<file path="config.mk">
export PLATFORM = sky130hd
export DESIGN_NAME = snes_poll_gen_flat
export DESIGN_NICKNAME = d
export VERILOG_FILES = /design/src/rtl/snes_poll_gen_if.sv /design/src/rtl/snes_poll_gen.sv /design/src/flat_wrapper.sv
export SDC_FILE = /design/constraint.sdc
export NUM_CORES = 1
export LEC_CHECK = 0
export ABC_AREA = 1
export CAP_MARGIN = 20
export CORE_ASPECT_RATIO = 1.4
export CORE_MARGIN = 2
export CORE_UTILIZATION = 60
export CTS_BUF_LIST = sky130_fd_sc_hd__clkbuf_4
export DETAILED_ROUTE_END_ITERATION = 16
export PLACE_DENSITY = 0.82
export SLEW_MARGIN = 10
export SYNTH_ARGS = -nofsm -noshare
export SYNTH_HDL_FRONTEND = slang
export SYNTH_SLANG_ARGS = --single-unit
</file>
<file path="constraint.sdc">
create_clock -name sys_clk -period 2.2 [get_ports sys_clk]
set_clock_uncertainty 0.2 [all_clocks]
set_input_delay 0.55 -clock sys_clk [delete_from_list [all_inputs] [get_ports sys_clk]]
set_output_delay 0.55 -clock sys_clk [all_outputs]
set_load 0.01 [all_outputs]
</file>
<file path="src/rtl/snes_poll_gen_if.sv">
// snes_poll_gen_if -- bundle between the poller and its surroundings.
//
// Carries both the controller-port pin side and the parallel result side:
//   enable     : runs the frame timer
//   trigger    : manual poll request (honoured only with SNES_POLL_TRIGGER_EN)
//   snes_data  : NUM_CH serial data lines, active-low
//   snes_lat   : latch to controllers
//   snes_clk   : clock to controllers, idles high
//   poll_word  : NUM_CH*NUM_BITS captured buttons, 1 = pressed
//   poll_valid : one-cycle pulse when poll_word updates
//   busy       : poll in progress
//   overrun    : sticky, poll start requested while busy
//
// master modport: the poller.  slave modport: whoever drives enable/trigger,
// the pad lines and consumes the result.
interface snes_poll_gen_if #(
    parameter int unsigned NUM_BITS = 16,
    parameter int unsigned NUM_CH   = 2
);
    logic                         enable;
    logic                         trigger;
    logic [NUM_CH-1:0]            snes_data;
    logic                         snes_lat;
    logic                         snes_clk;
    logic [NUM_CH*NUM_BITS-1:0]   poll_word;
    logic                         poll_valid;
    logic                         busy;
    logic                         overrun;

    modport master (
        input  enable, trigger, snes_data,
        output snes_lat, snes_clk, poll_word, poll_valid, busy, overrun
    );

    modport slave (
        output enable, trigger, snes_data,
        input  snes_lat, snes_clk, poll_word, poll_valid, busy, overrun
    );
endinterface

</file>
<file path="src/rtl/snes_poll_gen.sv">
// snes_poll_gen -- console-side SNES/NES controller poller.
//
// Generates the periodic latch/clock waveform and samples NUM_CH serial data
// lines into a parallel word once per frame.
//
// Ports:
//   sys_clk : system clock
//   rst_n   : asynchronous active-low reset
//   bus     : snes_poll_gen_if.master (enable, trigger, snes_data in;
//             snes_lat, snes_clk, poll_word, poll_valid, busy, overrun out)
//
// Build option: define SNES_POLL_TRIGGER_EN to honour bus.trigger as a manual
// poll request (also reloads the frame timer). Without it trigger is ignored.
//
// snes_data is consumed unsynchronised; the pad wrapper owns synchronisation.
module snes_poll_gen #(
    parameter int unsigned FRAME_CYCLES = 793651,
    parameter int unsigned LATCH_CYCLES = 572,
    parameter int unsigned HALF_CYCLES  = 286,
    parameter int unsigned NUM_BITS     = 16,
    parameter int unsigned NUM_CH       = 2
) (
    input  logic             sys_clk,
    input  logic             rst_n,
    snes_poll_gen_if.master  bus
);

    localparam int unsigned FC_W   = (FRAME_CYCLES > 1) ? $clog2(FRAME_CYCLES) : 1;
    localparam int unsigned LAT_W  = (LATCH_CYCLES > 1) ? $clog2(LATCH_CYCLES) : 1;
    localparam int unsigned HALF_W = (HALF_CYCLES  > 1) ? $clog2(HALF_CYCLES)  : 1;
    localparam int unsigned PH_W   = (LAT_W > HALF_W) ? LAT_W : HALF_W;
    localparam int unsigned PC_W   = (NUM_BITS > 1) ? $clog2(NUM_BITS) : 1;

    localparam logic [FC_W-1:0] FC_LAST   = FC_W'(FRAME_CYCLES - 1);
    localparam logic [PH_W-1:0] LAT_LAST  = PH_W'(LATCH_CYCLES - 1);
    localparam logic [PH_W-1:0] HALF_LAST = PH_W'(HALF_CYCLES - 1);
    localparam logic [PC_W-1:0] PC_LAST   = PC_W'(NUM_BITS - 1);

    typedef enum logic [2:0] {
        IDLE,
        LATCH,
        CLK_LO,
        CLK_HI,
        DONE
    } state_t;

    state_t state, state_nxt;

    logic [FC_W-1:0]                  fc, fc_nxt;
    logic [PH_W-1:0]                  cnt, cnt_nxt;
    logic [PC_W-1:0]                  pc, pc_nxt;
    logic [NUM_CH-1:0][NUM_BITS-1:0]  shadow, shadow_nxt;
    logic [NUM_BITS:0]                shifted;

    logic tick_req;
    logic trig_req;
    logic start_req;
    logic sample;

    // ------------------------------------------------------------------
    // Poll start requests
    // ------------------------------------------------------------------
`ifdef SNES_POLL_TRIGGER_EN
    assign trig_req = bus.trigger;
`else
    logic unused_trigger;
    assign unused_trigger = bus.trigger;
    assign trig_req       = 1'b0;
`endif

    assign tick_req  = bus.enable && (fc == '0);
    assign start_req = tick_req || trig_req;

    // Frame timer. A trigger accepted in IDLE re-phases the frame so the next
    // periodic poll lands FRAME_CYCLES after the trigger.
    always_comb begin
        fc_nxt = fc;
        if (!bus.enable) begin
            fc_nxt = '0;
        end else if (trig_req && (state == IDLE)) begin
            fc_nxt = FC_W'(1);
        end else if (fc == FC_LAST) begin
            fc_nxt = '0;
        end else begin
            fc_nxt = fc + FC_W'(1);
        end
    end

    // ------------------------------------------------------------------
    // FSM: state register
    // ------------------------------------------------------------------
    always_ff @(posedge sys_clk or negedge rst_n) begin
        if (!rst_n) begin
            state <= IDLE;
        end else begin
            state <= state_nxt;
        end
    end

    // ------------------------------------------------------------------
    // FSM: next state, phase/pulse counters, sampling strobe
    // ------------------------------------------------------------------
    always_comb begin
        state_nxt = state;
        cnt_nxt   = cnt;
        pc_nxt    = pc;
        sample    = 1'b0;

        unique case (state)
            IDLE: begin
                if (start_req) begin
                    state_nxt = LATCH;
                    cnt_nxt   = '0;
                end
            end
            LATCH: begin
                if (cnt == LAT_LAST) begin
                    sample    = 1'b1;
                    state_nxt = CLK_LO;
                    cnt_nxt   = '0;
                    pc_nxt    = '0;
                end else begin
                    cnt_nxt = cnt + PH_W'(1);
                end
            end
            CLK_LO: begin
                if (cnt == HALF_LAST) begin
                    state_nxt = CLK_HI;
                    cnt_nxt   = '0;
                end else begin
                    cnt_nxt = cnt + PH_W'(1);
                end
            end
            CLK_HI: begin
                if (cnt == HALF_LAST) begin
                    cnt_nxt = '0;
                    // pc counts completed pulses; the final pulse samples nothing.
                    if (pc == PC_LAST) begin
                        state_nxt = DONE;
                    end else begin
                        sample    = 1'b1;
                        pc_nxt    = pc + PC_W'(1);
                        state_nxt = CLK_LO;
                    end
                end else begin
                    cnt_nxt = cnt + PH_W'(1);
                end
            end
            DONE: begin
                state_nxt = IDLE;
            end
            default: begin
                state_nxt = IDLE;
            end
        endcase
    end

    // Shadow shifts right with the new inverted sample entering at the MSB, so
    // after NUM_BITS samples the first one shifted out sits in bit 0.
    always_comb begin
        shadow_nxt = shadow;
        shifted    = '0;
        if (sample) begin
            for (int unsigned c = 0; c < NUM_CH; c++) begin
                shifted       = {~bus.snes_data[c], shadow[c]};
                shadow_nxt[c] = shifted[NUM_BITS:1];
            end
        end
    end

    // ------------------------------------------------------------------
    // Datapath and registered outputs (decoded from the next state so they
    // line up with the state register)
    // ------------------------------------------------------------------
    always_ff @(posedge sys_clk or negedge rst_n) begin
        if (!rst_n) begin
            fc             <= '0;
            cnt            <= '0;
            pc             <= '0;
            shadow         <= '0;
            bus.snes_lat   <= 1'b0;
            bus.snes_clk   <= 1'b1;
            bus.poll_word  <= '0;
            bus.poll_valid <= 1'b0;
            bus.busy       <= 1'b0;
            bus.overrun    <= 1'b0;
        end else begin
            fc             <= fc_nxt;
            cnt            <= cnt_nxt;
            pc             <= pc_nxt;
            shadow         <= shadow_nxt;
            bus.snes_lat   <= (state_nxt == LATCH);
            bus.snes_clk   <= (state_nxt != CLK_LO);
            bus.poll_valid <= (state_nxt == DONE);
            bus.busy       <= (state_nxt != IDLE);
            if (state_nxt == DONE) begin
                bus.poll_word <= shadow;
            end
            if (start_req && (state != IDLE)) begin
                bus.overrun <= 1'b1;
            end
        end
    end

endmodule
</file>
<file path="src/flat_wrapper.sv">
// flat-port wrapper written by rule: the top's interface ports become plain ports
module snes_poll_gen_flat 
#(
    parameter int unsigned FRAME_CYCLES = 793651,
    parameter int unsigned LATCH_CYCLES = 572,
    parameter int unsigned HALF_CYCLES  = 286,
    parameter int unsigned NUM_BITS     = 16,
    parameter int unsigned NUM_CH       = 2
)
  (sys_clk, rst_n, bus_enable, bus_trigger, bus_snes_data, bus_snes_lat, bus_snes_clk, bus_poll_word, bus_poll_valid, bus_busy, bus_overrun);
  snes_poll_gen_if #(.NUM_BITS(NUM_BITS), .NUM_CH(NUM_CH)) bus_i ();
  input  logic sys_clk;
  input  logic rst_n;
  input wire logic [$bits(bus_i.enable)-1:0] bus_enable;
  input wire logic [$bits(bus_i.trigger)-1:0] bus_trigger;
  input wire logic [$bits(bus_i.snes_data)-1:0] bus_snes_data;
  output wire logic [$bits(bus_i.snes_lat)-1:0] bus_snes_lat;
  output wire logic [$bits(bus_i.snes_clk)-1:0] bus_snes_clk;
  output wire logic [$bits(bus_i.poll_word)-1:0] bus_poll_word;
  output wire logic [$bits(bus_i.poll_valid)-1:0] bus_poll_valid;
  output wire logic [$bits(bus_i.busy)-1:0] bus_busy;
  output wire logic [$bits(bus_i.overrun)-1:0] bus_overrun;
  assign bus_i.enable = bus_enable;
  assign bus_i.trigger = bus_trigger;
  assign bus_i.snes_data = bus_snes_data;
  assign bus_snes_lat = bus_i.snes_lat;
  assign bus_snes_clk = bus_i.snes_clk;
  assign bus_poll_word = bus_i.poll_word;
  assign bus_poll_valid = bus_i.poll_valid;
  assign bus_busy = bus_i.busy;
  assign bus_overrun = bus_i.overrun;
  snes_poll_gen #(.FRAME_CYCLES(FRAME_CYCLES), .LATCH_CYCLES(LATCH_CYCLES), .HALF_CYCLES(HALF_CYCLES), .NUM_BITS(NUM_BITS), .NUM_CH(NUM_CH)) u_core (.sys_clk(sys_clk), .rst_n(rst_n), .bus(bus_i));
endmodule
</file>
==> results of run 1 <==
metal layers:
metal,GRT usage (%),vias up,routed length [microns]
met4,7.33,0,176
met3,6.70,13,444
met2,40.3,69,5430
met1,31.8,1970,4310
met5,0,-,0
li1,-,2030,-
through the flow:
stage / TNS, ps / instance area, sq um
2_1_floorplan: 0 / 5100
3_3_place_gp: -186 / 5660
3_5_place_dp: -332 / 5660
4_1_cts: 0 / 5810
5_1_grt: -38.9 / 5940
6_report: 0 / 5940
cell type report:
type / count / area [sq um]
Inverter: 80 / 300
Fill cell: 623 / 2260
Clock buffer: 9 / 67.6
Sequential cell: 106 / 2660
Clock inverter: 7 / 82.6
Multi-Input combinational cell: 402 / 2020
Tap cell: 102 / 128
Timing Repair Buffer: 63 / 679
state kept, by name, indices dropped and copies added, names as in the netlist:
register	count
u_core.shadow	32
u_core.bus.snes_lat	1
u_core.bus.snes_clk	1
u_core.fc	20
u_core.state	3
u_core.bus.busy	1
u_core.bus.poll_word	32
u_core.cnt	10
u_core.bus.poll_valid	1
u_core.bus.overrun	1
u_core.pc	4
timing repair:
action | CTS | global route
pin swaps | 0 | 0
hold buffers | 1 | 0
setup buffers | 0 | 7
resized for setup | 1 | 26
hold endpoints to repair | 29 | 0
endpoints found under the setup margin | 1 | 62
cells by family after synthesis:
kind of cell | after synthesis | share of synthesized area, %
multiplexers | 1 | 0.196
buffers and inverters | 97 | 8.61
AO/OA/AOI/OAI | 76 | 9.39
adder cells (fa/ha/maj) | 6 | 1.47
flip-flops | 106 | 52.0
AND/OR/NAND/NOR | 303 | 25.6
XOR/XNOR | 16 | 2.75
placed cells by master (no fill, tap or decap), types with 17 or more instances in the layout:
| cell type | synthesis | final |
|---|---|---|
| inv_1 | 77 | 77 |
| o21ai_2 | 22 | 22 |
| o21ai_0 | 29 | 29 |
| o21ai_1 | 19 | 19 |
| buf_4 | 1 | 18 |
| dfrtp_1 | 105 | 104 |
| nor2_1 | 76 | 76 |
| clkdlybuf4s50_1 | 0 | 17 |
| nand3_1 | 42 | 42 |
| nand2_1 | 151 | 150 |
| dlymetal6s2s_1 | 0 | 22 |
worst min path at each step:
stage	cells after the start	start	slack (ps)	to
2_1_floorplan	0	rst_n	50	u_core.bus.busy$_DFF_PN0_
3_3_place_gp	2	u_core.shadow[3]$_DFFE_PN0P_	260	u_core.shadow[2]$_DFFE_PN0P_
3_5_place_dp	2	u_core.shadow[23]$_DFFE_PN0P_	270	u_core.shadow[22]$_DFFE_PN0P_
4_1_cts	2	u_core.shadow[23]$_DFFE_PN0P_	310	u_core.shadow[22]$_DFFE_PN0P_
5_1_grt	2	u_core.shadow[5]$_DFFE_PN0P_	330	u_core.shadow[4]$_DFFE_PN0P_
6_report	2	u_core.shadow[22]$_DFFE_PN0P_	300	u_core.shadow[21]$_DFFE_PN0P_
power by group through the flow:
stage	clock network (uW)	logic (uW)	registers (uW)
finish	1050	715	2230
global route	1160	830	2250
CTS	1080	692	2230
detailed placement	0	685	2260
global placement	0	663	2260
floorplan	0	479	2230
==> flow_summary.ini, run 1 <==
[worst_setup_path]
critPathMaxFanout = 2
path_depth = 1
crit_path_max_incr_delay_ps = 540
rr_worst_depth = 8
cp.arrival_ps = 1380
required_ps = 1450
crit_type = flop to output pin
critPathCaptureType = output pin
cp_top_family = buffers and inverters
path_cells = clkdlybuf4s50_1
timing.rr.start = u_core.cnt[0]$_DFFE_PN0P_
startpoint = u_core.bus.poll_word[7]$_DFFE_PN0N_
regToRegEndpoint = u_core.shadow[5]$_DFFE_PN0P_
rrSetupSlack_ps = 200
setup.worst_path.end = bus_poll_word[7]
path_buf_inv = 1
cp-start-kind = flop
cp_slowest_cell = clkdlybuf4s50_1

[drt]
drt_iter0_drc = 280
avgRoutedWirePerCell_microns = 13.5
wirelength_microns = 10400
viasPerCell = 5.31
vias = 4082
remaining_drc_errors = 0
detail-route-antenna-nets = 0
drtPass1Iterations = 4

[clocking]
cts_tree = built
numCtsBuffers = 9
clk_pin_slew_ps = 170
clk_path_buf_depth = 2
clkLatencyLatePin_ps = 460
cts-root-buf = clkbuf_4
h-tree-depth = 3
cts_sinks = 106

[synthesis]
ys.flop_type = dfrtp_1
syn_area_per_cell_sq_um = 8.44
synthCells = 605
synthTopCellsByArea = dfrtp_1, nand2_1, inv_1, nor2_1, nand3_1
synth_nets = 617
synthTopCellsByCount = nand2_1, dfrtp_1, inv_1
synth_edf_count = 0
synth_top_area_share_pct = 51.5
synth-warning-count = 0
async_reset_ff_share_pct = 100
yosys.area.top_type = dfrtp_1
ys_seq_area_share_pct = 52.0
synth.distinct_cells = 35
synth_most_common_cell = nand2_1
ys_ff_latch = 106
syn_area_sq_um = 5100

[place]
gp_congestion = 0.941
io_buffers = 41
hpwl_microns = 7270
dpl_worst_slack_ps = -59.9
placedCellCount = 745

[global_route]
antenna_found_initial = 0
grt_max_degree = 45
grt_pass1_wl_microns = 17900
grtUsageTotal_pct = 24.6
gr-total-overflow = 0
grt_pass1_vias = 4088

[power]
swShare_pct = 32.5
p_sw_uw = 1300
pwr-share-seq_pct = 55.8
power_leakage_uw = 0.00311
clkPwrFrac_pct = 26.3
finalPower_uw = 3990
power_frac_comb_pct = 17.9
power_density_nw_per_um2 = 673
p_int_uw = 2700
irDropWorstVdd_mv = 0.445

[run]
drv_cap = 0

[die]
die_w_microns = 81.9
start_util_pct = 62.3
ios = 43
die_y_microns = 113
die_area_sq_um = 9270
core-area_sq_um = 8200
rows = 39

[sta]
relSlewSlack_pct = 69.2
finalWorstSetupSlack_ps = 68.8
timing.final.crit_share_pct = 96.9
drv_slew = 0
setup_viol_count_final = 0
timing.hold.ws_ps = 301
finalHoldViolCount = 0
period_needed_ps = 2130
max_clock_freq_mhz = 469
worstMarginPinSlew_ps = 458

[hold_path]
min_path_type = flop to flop

[finish]
fin_util_pct = 72.4
synthToLayoutAreaGrowth_pct = 16.3
antenna_cells = 0
finalNonFillerCells = 769
drive_above_1_share_pct = 11.1
finalNetCount = 674

[outcome]
status = finished clean
No activity file was read; power rests on OpenSTA's default activity.
==> run 2: changes to the inputs <==
--- a/config.mk
+++ b/config.mk
@@ -12,7 +12,7 @@
 export CORE_UTILIZATION = 60
 export CTS_BUF_LIST = sky130_fd_sc_hd__clkbuf_4
 export DETAILED_ROUTE_END_ITERATION = 16
-export PLACE_DENSITY = 0.82
+export PLACE_DENSITY = 0.86
 export SLEW_MARGIN = 10
 export SYNTH_ARGS = -nofsm -noshare
 export SYNTH_HDL_FRONTEND = slang
==> constraint.sdc (replaced) <==
create_clock -name sys_clk -period 2.3 [get_ports sys_clk]
set_clock_uncertainty 0.2 [all_clocks]
set_input_delay 0.575 -clock sys_clk [delete_from_list [all_inputs] [get_ports sys_clk]]
set_output_delay 0.575 -clock sys_clk [all_outputs]
set_load 0.01 [all_outputs]
==> run 2 against run 1 <==
  * Combinational power is 6.7% lower
  * Clock-buffer cell count stayed put
  * Sequential share of layout area is 1.2 points higher
  * Critical path depth stayed put
  * Setup slack better by 35 ps
  * Sequential cell count stayed put
  * Clock power is 11% lower
  * Critical endpoint is now bus_poll_word[11]
  * Largest cell class unchanged
==> flow_summary.ini, run 2 (same netlist as run 1, synthesis figures left out) <==
[outcome]
status = finished clean

[drt]
drtPass1Iterations = 5
drt_iter0_drc = 373
wirelength_microns = 9970
vias = 4062
viasPerCell = 5.36
avgRoutedWirePerCell_microns = 13.2
detail-route-antenna-nets = 0
remaining_drc_errors = 0

[hold_path]
hold_end = u_core.shadow[16]$_DFFE_PN0P_
min_path_type = flop to flop
min_path_cells = 2
hp-start = u_core.shadow[17]$_DFFE_PN0P_

[clocking]
numCtsBuffers = 9
cts_tree = built
cts_sinks = 106
cts-root-buf = clkbuf_4
clkLatencyLatePin_ps = 470
clk_path_buf_depth = 2
post_cts_buffers = 0
clk_pin_slew_ps = 190
h-tree-depth = 3

[worst_setup_path]
path_cells = clkdlybuf4s50_1
regToRegEndpoint = u_core.shadow[20]$_DFFE_PN0P_
cp.arrival_ps = 1420
timing.rr.start = u_core.cnt[0]$_DFFE_PN0P_
rrSetupSlack_ps = 150
cp-start-kind = flop
critPathMaxFanout = 2
cp_top_family = buffers and inverters
crit_type = flop to output pin
path_buf_inv = 1
cp_slowest_cell = clkdlybuf4s50_1
critPathCaptureType = output pin
rr_worst_depth = 8
path_depth = 1
startpoint = u_core.bus.poll_word[11]$_DFFE_PN0N_
required_ps = 1520
crit_path_max_incr_delay_ps = 550

[finish]
multi_input_area_sq_um = 2020
top_regs = u_core.bus.poll_word (32), u_core.shadow (32), u_core.fc (20)
stdcell_area_sq_um = 5780
final_cell_mix = nand2_1, dfrtp_1, inv_1, nor2_1, nand3_1
antenna_cells = 0
finalNonFillerCells = 758
final_common_cell = nand2_1
final.fill_count = 609
finalNetCount = 663
drive_above_1_share_pct = 9.30
fin_util_pct = 70.5
synthToLayoutAreaGrowth_pct = 13.3
seqCellArea_sq_um = 2650

[sta]
period_needed_ps = 2200
setup_viol_count_final = 0
finalHoldViolCount = 0
max_clock_freq_mhz = 455
finalWorstSetupSlack_ps = 104
worstMarginPinSlew_ps = 504
rsz0062_at_grt = no
drv_slew = 0
relSlewSlack_pct = 66.2
timing.hold.ws_ps = 296
timing.final.crit_share_pct = 95.5

[die]
die_w_microns = 81.9
die_y_microns = 113
ios = 43
die_area_sq_um = 9270
core-area_sq_um = 8200
start_util_pct = 62.3
rows = 39

[run]
drv_cap = 0

[global_route]
grt_pass1_vias = 4000
grt_pass1_wl_microns = 17700
antenna_found_initial = 0
gr-total-overflow = 0
grt_max_degree = 67
grtUsageTotal_pct = 24.4

[place]
placedCellCount = 741
dpl_worst_slack_ps = -7.56
place_area_sq_um = 5630
hpwl_microns = 7020
gp_congestion = 0.993
io_buffers = 41

[power]
irDropWorstVdd_mv = 0.596
power_leakage_uw = 0.00266
power_density_nw_per_um2 = 645
-- run 2: changes by cell type in the layout (fill, tap and decap cells not counted), moves of 2 or more --
cell / change
buf_4: -11
clkdlybuf4s50_1: +21
clkinvlp_4: +2
dlymetal6s2s_1: -21
-- run 2: timing repair --
| item | 4_1_cts | 5_1_grt |
|---|---|---|
| gates resized for setup | 1 | 2 |
| setup endpoints to repair | 1 | 21 |
| hold buffers | 1 | 0 |
| hold endpoints to repair | 105 | 0 |
-- run 2: per-layer routing --
layer	GRT usage, %	share of wire, %
met1	32.3	41
met2	38.0	50
met3	6.22	5.6
met4	10.6	3.0
met5	0	0
-- run 2: worst max path at each step --
| stage | end | slack (ps) |
|---|---|---|
| 4_1_cts | bus_poll_word[21] | 80 |
| 5_1_grt | bus_poll_word[18] | 8 |
| 6_report | bus_poll_word[11] | 100 |
| 2_1_floorplan | u_core.shadow[15]$_DFFE_PN0P_ | 490 |
| 3_5_place_dp | u_core.cnt[5]$_DFFE_PN0P_ | -8 |
| 3_3_place_gp | u_core.cnt[9]$_DFFE_PN0P_ | 40 |
-- run 2: worst register-to-register path: stages, from the launching register on --
cell and delay, ps:
dfrtp_1 500, ha_1 260, inv_1 100, nor3_1 240
nand4_2 210, nand2_4 190, buf_12 210, nand2_1 110
o21ai_2 60
-- run 2: power by group --
| part | internal (uW) | leakage, uW | total (uW) | switching (uW) |
|---|---|---|---|---|
| Combinational | 242 | 0.00115 | 667 | 426 |
| Clock | 254 | 0.0000698 | 934 | 680 |
| Sequential | 1970 | 0.00144 | 2130 | 158 |
| Total | 2470 | 0.00266 | 3730 | 1260 |
-- run 2: cell type report --
class / count / share of cell area, %
inverter: 80 / 5.19
clock inverter: 7 / 1.23
multi-input combinational: 402 / 34.9
tap: 102 / 2.21
clock buffer: 9 / 1.17
timing repair buffer: 52 / 9.42
sequential: 106 / 45.9
-- run 2: stage by stage --
step                total power (uW)  setup TNS, ps
finish                          3730              0
global route                    3950              0
CTS                             3740              0
detailed placement              2820          -20.3
global placement                2770              0
floorplan                       2590              0
==> run 3: changes to the inputs <==
--- a/config.mk
+++ b/config.mk
@@ -11,6 +11,7 @@
 export CORE_MARGIN = 2
 export CORE_UTILIZATION = 60
 export CTS_BUF_LIST = sky130_fd_sc_hd__clkbuf_4
+export CTS_CLUSTER_SIZE = 20
 export DETAILED_ROUTE_END_ITERATION = 16
 export PLACE_DENSITY = 0.86
 export SLEW_MARGIN = 10
==> results of run 3 <==
The final DEF is identical to that of run 2; final timing and power are the same.
